<file path="src/rtl/seq_divider16_if.sv">
// rtl/seq_divider16_if.sv - start/done handshake and operand/result bundle for seq_divider16
//
// Signals:
//   start        request a division (sampled by the divider in IDLE or DONE)
//   dividend     unsigned numerator, sampled with start
//   divisor      unsigned denominator, sampled with start
//   busy         division in progress
//   done         one-cycle pulse when results become valid
//   quotient     result quotient, held until the next accepted start completes
//   remainder    result remainder, held likewise
//   div_by_zero  set with done when the divisor was zero
// Modports: master drives requests and reads results, slave is the divider.

interface seq_divider16_if #(
    parameter int WIDTH = 16
);
    logic             start;
    logic [WIDTH-1:0] dividend;
    logic [WIDTH-1:0] divisor;
    logic             busy;
    logic             done;
    logic [WIDTH-1:0] quotient;
    logic [WIDTH-1:0] remainder;
    logic             div_by_zero;

    modport master (
        output start, dividend, divisor,
        input  busy, done, quotient, remainder, div_by_zero
    );

    modport slave (
        input  start, dividend, divisor,
        output busy, done, quotient, remainder, div_by_zero
    );
endinterface

</file>
<file path="src/rtl/seq_divider16.sv">
// rtl/seq_divider16.sv - iterative restoring unsigned divider, one quotient bit per clock
//
// Ports:
//   clk   rising-edge clock
//   rst   synchronous active-high reset
//   bus   seq_divider16_if slave modport (start/dividend/divisor in,
//         busy/done/quotient/remainder/div_by_zero out, all outputs registered)

module seq_divider16 #(
    parameter int WIDTH = 16
) (
    input  logic             clk,
    input  logic             rst,
    seq_divider16_if.slave   bus
);
    localparam int CW = $clog2(WIDTH + 1);

    typedef enum logic [1:0] {
        IDLE = 2'd0,
        RUN  = 2'd1,
        DONE = 2'd2
    } state_t;

    state_t           state;
    logic [WIDTH-1:0] q_reg;
    logic [WIDTH-1:0] d_reg;
    // Partial remainder is always < D after a step, so WIDTH bits hold it;
    // the extra bit only exists in the shifted/trial values below.
    logic [WIDTH-1:0] r_reg;
    logic [CW-1:0]    count;

    logic             busy_r;
    logic             done_r;
    logic [WIDTH-1:0] quotient_r;
    logic [WIDTH-1:0] remainder_r;
    logic             dbz_r;

    logic [WIDTH:0]   r_shift;
    logic [WIDTH:0]   trial;
    logic [WIDTH-1:0] r_next;
    logic [WIDTH-1:0] q_next;

    // One restoring step: shift {R,Q} left, try subtracting D, keep the
    // difference only if it did not go negative.
    always_comb begin
        r_shift = {r_reg, q_reg[WIDTH-1]};
        trial   = r_shift - {1'b0, d_reg};
        r_next  = trial[WIDTH] ? r_shift[WIDTH-1:0] : trial[WIDTH-1:0];
        q_next  = {q_reg[WIDTH-2:0], ~trial[WIDTH]};
    end

    always_ff @(posedge clk) begin
        if (rst) begin
            state       <= IDLE;
            q_reg       <= '0;
            d_reg       <= '0;
            r_reg       <= '0;
            count       <= '0;
            busy_r      <= 1'b0;
            done_r      <= 1'b0;
            quotient_r  <= '0;
            remainder_r <= '0;
            dbz_r       <= 1'b0;
        end else begin
            case (state)
                IDLE, DONE: begin
                    // DONE lasts one cycle; a start here behaves as in IDLE.
                    state  <= IDLE;
                    done_r <= 1'b0;
                    if (bus.start) begin
                        if (bus.divisor != '0) begin
                            q_reg  <= bus.dividend;
                            d_reg  <= bus.divisor;
                            r_reg  <= '0;
                            count  <= CW'(WIDTH);
                            busy_r <= 1'b1;
                            state  <= RUN;
                        end else begin
                            quotient_r  <= '1;
                            remainder_r <= bus.dividend;
                            dbz_r       <= 1'b1;
                            done_r      <= 1'b1;
                            state       <= DONE;
                        end
                    end
                end
                RUN: begin
                    q_reg <= q_next;
                    r_reg <= r_next;
                    count <= count - CW'(1);
                    if (count == CW'(1)) begin
                        // Results are published only together with done.
                        quotient_r  <= q_next;
                        remainder_r <= r_next;
                        dbz_r       <= 1'b0;
                        busy_r      <= 1'b0;
                        done_r      <= 1'b1;
                        state       <= DONE;
                    end
                end
                default: begin
                    state  <= IDLE;
                    busy_r <= 1'b0;
                    done_r <= 1'b0;
                end
            endcase
        end
    end

    assign bus.busy        = busy_r;
    assign bus.done        = done_r;
    assign bus.quotient    = quotient_r;
    assign bus.remainder   = remainder_r;
    assign bus.div_by_zero = dbz_r;
endmodule
</file>
<file path="src/flat_wrapper.sv">
// flat-port wrapper written by rule: the top's interface ports become plain ports
module seq_divider16_flat 
#(
    parameter int WIDTH = 16
)
  (clk, rst, bus_start, bus_dividend, bus_divisor, bus_busy, bus_done, bus_quotient, bus_remainder, bus_div_by_zero);
  seq_divider16_if #(.WIDTH(WIDTH)) bus_i ();
  input  logic clk;
  input  logic rst;
  input wire logic [$bits(bus_i.start)-1:0] bus_start;
  input wire logic [$bits(bus_i.dividend)-1:0] bus_dividend;
  input wire logic [$bits(bus_i.divisor)-1:0] bus_divisor;
  output wire logic [$bits(bus_i.busy)-1:0] bus_busy;
  output wire logic [$bits(bus_i.done)-1:0] bus_done;
  output wire logic [$bits(bus_i.quotient)-1:0] bus_quotient;
  output wire logic [$bits(bus_i.remainder)-1:0] bus_remainder;
  output wire logic [$bits(bus_i.div_by_zero)-1:0] bus_div_by_zero;
  assign bus_i.start = bus_start;
  assign bus_i.dividend = bus_dividend;
  assign bus_i.divisor = bus_divisor;
  assign bus_busy = bus_i.busy;
  assign bus_done = bus_i.done;
  assign bus_quotient = bus_i.quotient;
  assign bus_remainder = bus_i.remainder;
  assign bus_div_by_zero = bus_i.div_by_zero;
  seq_divider16 #(.WIDTH(WIDTH)) u_core (.clk(clk), .rst(rst), .bus(bus_i));
endmodule
</file>
<file path="config.mk">
export PLATFORM = sky130hd
export DESIGN_NAME = seq_divider16_flat
export DESIGN_NICKNAME = d
export VERILOG_FILES = /design/src/rtl/seq_divider16_if.sv /design/src/rtl/seq_divider16.sv /design/src/flat_wrapper.sv
export SDC_FILE = /design/constraint.sdc
export NUM_CORES = 1
export LEC_CHECK = 0
export BUFFER_PORTS_ARGS = -buffer_cell sky130_fd_sc_hd__buf_2
export CAP_MARGIN = 40
export CORE_AREA = 8 8 86 118
export DETAILED_ROUTE_END_ITERATION = 6
export DIE_AREA = 0 0 94 126
export PLACE_DENSITY = 0.78
export SLEW_MARGIN = 20
export SYNTH_ARGS = -nofsm -noshare
export SYNTH_HDL_FRONTEND = slang
export SYNTH_SLANG_ARGS = --single-unit
</file>
<file path="constraint.sdc">
create_clock -name clk -period 3.65 [get_ports clk]
set_clock_uncertainty 0.2 [all_clocks]
set_input_delay 0.365 -clock clk [delete_from_list [all_inputs] [get_ports clk]]
set_output_delay 0.365 -clock clk [all_outputs]
set_load 0.1 [all_outputs]
</file>
==> summary.txt <==
Power and ir drop
  – Static Leakage: 2.275 nW
  – Internal: between 2 and 3 mW
  – Switching power: 2.046 mW
  – Power density relative to cell area: 868.0 nW/um^2
  – Clock network fraction of total power: between 20% and 30%
  – Sequential share of power: between 20% and 30%
  – Switching share of power: 43.99%
  – Max VDD drop: 0.7102 mV
  – Part of the power in combinational logic: 52.2%

Yosys
  – Area share of the largest cell type after synthesis: 38.28%
  – Adder-cell area share of the yosys netlist: ~5.3%
  – Total standard cell area after synthesis: 4654 um^2
  – Number of synthesized flops with an enable pin: 0
  – Average cell area after synthesis: 7.876 um^2
  – Biggest area consumer among synthesized cells: sky130_fd_sc_hd__dfxtp_1
  – Ranking of synthesized cells by area: sky130_fd_sc_hd__dfxtp_1 (38%), sky130_fd_sc_hd__nand2_1 (8.3%), sky130_fd_sc_hd__a21oi_1 (6.8%), sky130_fd_sc_hd__ha_1 (4.8%), sky130_fd_sc_hd__nor2_1 (4.8%)
  – Netlist cell types: 64
  – Number of instances in the synthesized netlist: 591
  – Ys flop type: sky130_fd_sc_hd__dfxtp_1
  – Ys async rst share: 0%
  – Xor-xnor portion of the synthesized cell area: ~1.9%
  – Flop and latch count out of synthesis: 89
  – Combinational family with the most area after synthesis: simple AND/OR/NAND/NOR gates
  – Compound-cell area share of the yosys netlist: 22.72%
  – Number of warning messages in the yosys log: 0
  – Fraction of the mapped netlist area in simple logic gates: between 20% and 30%
  – Fraction of the yosys area taken by sequential cells: 38.28%
  – Multiplexer share of the synthesized area: less than 1%
  – Net count after synthesis: about 650

Worst setup path
  – R2R depth: 12
  – Worst Setup Path Type: register to register
  – Arrival @ worst endpoint: 3.20 ns
  – Maximum net fanout on the critical path: 22
  – Worst path required time: 3.66 ns
  – Capturing element type of the critical path: register
  – FF-to-FF setup slack: 0.45 ns
  – Startpoint of the worst register-to-register path: u_core.q_reg[15]
  – Kind of start point of the critical path: register
  – End of the worst register-to-register path: u_core.bus.remainder[6]

Floorplanning
  – Die outline area: 11,840 um^2
  – Number of rows in the core area: 40
  – Width of the die: 94 um
  – I/O Pins: 70
  – Area of the core: 8408 um^2
  – Initial cell density of the core: 55.36%
  – Die Height: 126 um

Run status
  – Outcome: completed

CTS
  – Root cell of the clock tree: sky130_fd_sc_hd__clkbuf_16
  – H-tree depth: 3
  – Hold buffer count at CTS: 0
  – Number of resized instances in the post-cts repair step: 0
  – Number of buffers inserted by post-CTS setup repair: 0
  – Number of clock sinks: 89
  – Worst skew pair latency: 0.35 ns
  – Clock-pin slew on the worst setup and hold paths: about 0.060 ns
  – CTS Buffer Depth: 2
  – CTS tree: done
  – Number of clock buffers inserted by TritonCTS: 9

STA
  – Setup-failing EPs final: 0
  – Maximum frequency from static timing analysis: roughly 310 MHz
  – Hold violation total from the final report: 0
  – Shortest clock period the worst path allows after layout: 3.195 ns
  – Setup repair after global routing missed its margin: false
  – Max_slew headroom: 57.72%
  – Pins Over Slew Limit: 0
  – Final sum of negative setup slack: 0 ns
  – Final worst path period share: between 80 and 90%
  – Worst-Margin Slew: 0.6342 ns
  – Worst Hold Margin: 0.06303 ns

Place
  – Final weighted congestion in routability-driven placement: 0.8588
  – Detail Placement HPWL: a little over 9000 um
  – Number of placed cells counting well taps: 737
  – Count of buffers from port buffering: 69

Global routing
  – Antenna violations before repair: 0
  – Maximum number of pins on one net before global-route repair: 55
  – Overall track demand over capacity in global routing: 20.57%
  – Final global-route overflow total: 0
  – Vias in the first global route: 4,204
  – Wire length of the first global-routing pass: 19,770 um

Drt
  – Average via count per standard cell: 5.786
  – First-pass DRT Iterations: 7
  – Post-detailed-route DRC marker count: 0
  – Total Routed Length: 12,150 um
  – Number of nets with antenna violations after routing: 0
  – First DRT Iteration DRCs: about 240
  – Post-DR wirelength/cell: 16.11 um
  – Routed vias: around 4,400

Hold path
  – HP Class: input port to register
  – Hold_sp: bus_divisor[5]
  – Worst Hold Path Cells: 3
  – End of the worst hold path: u_core.d_reg[5]

Final layout
  – Share of cells above drive strength 1: 18.95%
  – Area delta synth->final: 15.13%
  – Top library cells by usage in the layout, fill and taps aside: sky130_fd_sc_hd__nand2_1 (103), sky130_fd_sc_hd__dfxtp_1 (89), sky130_fd_sc_hd__buf_2 (69)
  – Number of filler instances in the final layout: between 700 and 800
  – Antenna Diode Count: 0
  – Nets: roughly 700
  – Fin cells: 754
  – Most common cell after layout, fill and taps aside: sky130_fd_sc_hd__nand2_1

Run
  – # Max-Cap Violations: 0
## Yosys cell counts (5+ instances only)
cell type                  number
sky130_fd_sc_hd__and3_1        10
sky130_fd_sc_hd__nor2_1        60
sky130_fd_sc_hd__a21oi_1       63
sky130_fd_sc_hd__nand2_1      103
sky130_fd_sc_hd__ha_1          18
sky130_fd_sc_hd__a311oi_1      15
sky130_fd_sc_hd__buf_1          5
sky130_fd_sc_hd__inv_1         22
sky130_fd_sc_hd__a211oi_1       9
sky130_fd_sc_hd__o21ai_0       22
sky130_fd_sc_hd__clkbuf_1      22
sky130_fd_sc_hd__xor2_1         5
sky130_fd_sc_hd__nor3_1        41
sky130_fd_sc_hd__o22ai_1        8
sky130_fd_sc_hd__nand2b_1       7
sky130_fd_sc_hd__dfxtp_1       89
sky130_fd_sc_hd__a31oi_1        7
sky130_fd_sc_hd__nor4_1         5
sky130_fd_sc_hd__xnor2_1        5
## layout make-up
type,count,area (um^2),share of cell area (%)
Timing Repair Buffer,79,424.2,7.915
Sequential cell,89,1782,33.25
Multi-Input combinational cell,443,2611,48.73
Tap cell,105,131.4,2.452
Clock inverter,7,102.6,1.915
Clock buffer,9,225.2,4.203
Inverter,22,82.58,1.541
## logic make-up (layout without fill, tap and decap cells)
| group | Yosys count | count (layout) |
|---|---|---|
| simple gates | 254 | 254 |
| flops | 89 | 89 |
| compound gates | 156 | 156 |
| buf+inv | 59 | 117 |
| xor+xnor | 10 | 10 |
| fa+ha+maj | 19 | 19 |
| mux | 4 | 4 |
## how the worst max path moves through the flow
stage	startpoint	to	slack [ns]	depth (start not counted)
detailed placement	u_core.q_reg[15]	u_core.bus.remainder[8]	0.51	12
CTS	u_core.q_reg[15]	u_core.bus.remainder[6]	0.47	12
finish	u_core.q_reg[15]	u_core.bus.remainder[6]	0.45	12
floorplan	u_core.q_reg[15]	u_core.bus.remainder[10]	1.03	11
global route	u_core.q_reg[15]	u_core.bus.remainder[6]	0.25	12
global placement	u_core.q_reg[15]	u_core.bus.remainder[8]	0.59	12
## per-layer routing
layer  GRT usage [%]  wire length (um)  up-vias
li1                -                 -     2193
met1           23.79              4973     2015
met2           35.47              6134      135
met3           4.102               739       20
met4           8.529               301        0
met5               0                 0        -
## worst max-delay path: stages (launching register included)
cell and delay [ns]:
sky130_fd_sc_hd__dfxtp_1 0.34, sky130_fd_sc_hd__inv_1 0.06, sky130_fd_sc_hd__ha_1 0.15, sky130_fd_sc_hd__inv_1 0.06, sky130_fd_sc_hd__fa_1 0.48, sky130_fd_sc_hd__a211oi_2 0.26
sky130_fd_sc_hd__o211ai_2 0.14, sky130_fd_sc_hd__and3_4 0.22, sky130_fd_sc_hd__o211ai_4 0.36, sky130_fd_sc_hd__buf_4 0.33, sky130_fd_sc_hd__nor3_1 0.10, sky130_fd_sc_hd__a31oi_1 0.25
sky130_fd_sc_hd__a211oi_1 0.11
## power groups by stage
stage | Sequential [mW] | Clock, mW | Combinational [mW]
finish | 1.20 | 1.02 | 2.43
detailed placement | 1.22 | 0 | 2.36
global route | 1.22 | 1.07 | 2.68
global placement | 1.21 | 0 | 2.32
floorplan | 1.25 | 0 | 1.99
CTS | 1.20 | 1.03 | 2.41
## metrics by stage
| stage | total power [mW] | setup slack [ns] | cell area [um^2] | utilization (%) |
|---|---|---|---|---|
| finish | 4.652 | 0.4550 | 5359 | 63.74 |
| global route | 4.964 | 0.2523 | 5359 | 63.74 |
| CTS | 4.638 | 0.4674 | 5348 | 63.60 |
| detailed placement | 3.581 | 0.5064 | 5020 | 59.70 |
| global placement | 3.534 | 0.5936 | 5020 | 59.70 |
| floorplan | 3.238 | 1.029 | 4654 | - |
Power figures use the tool's default switching activity.
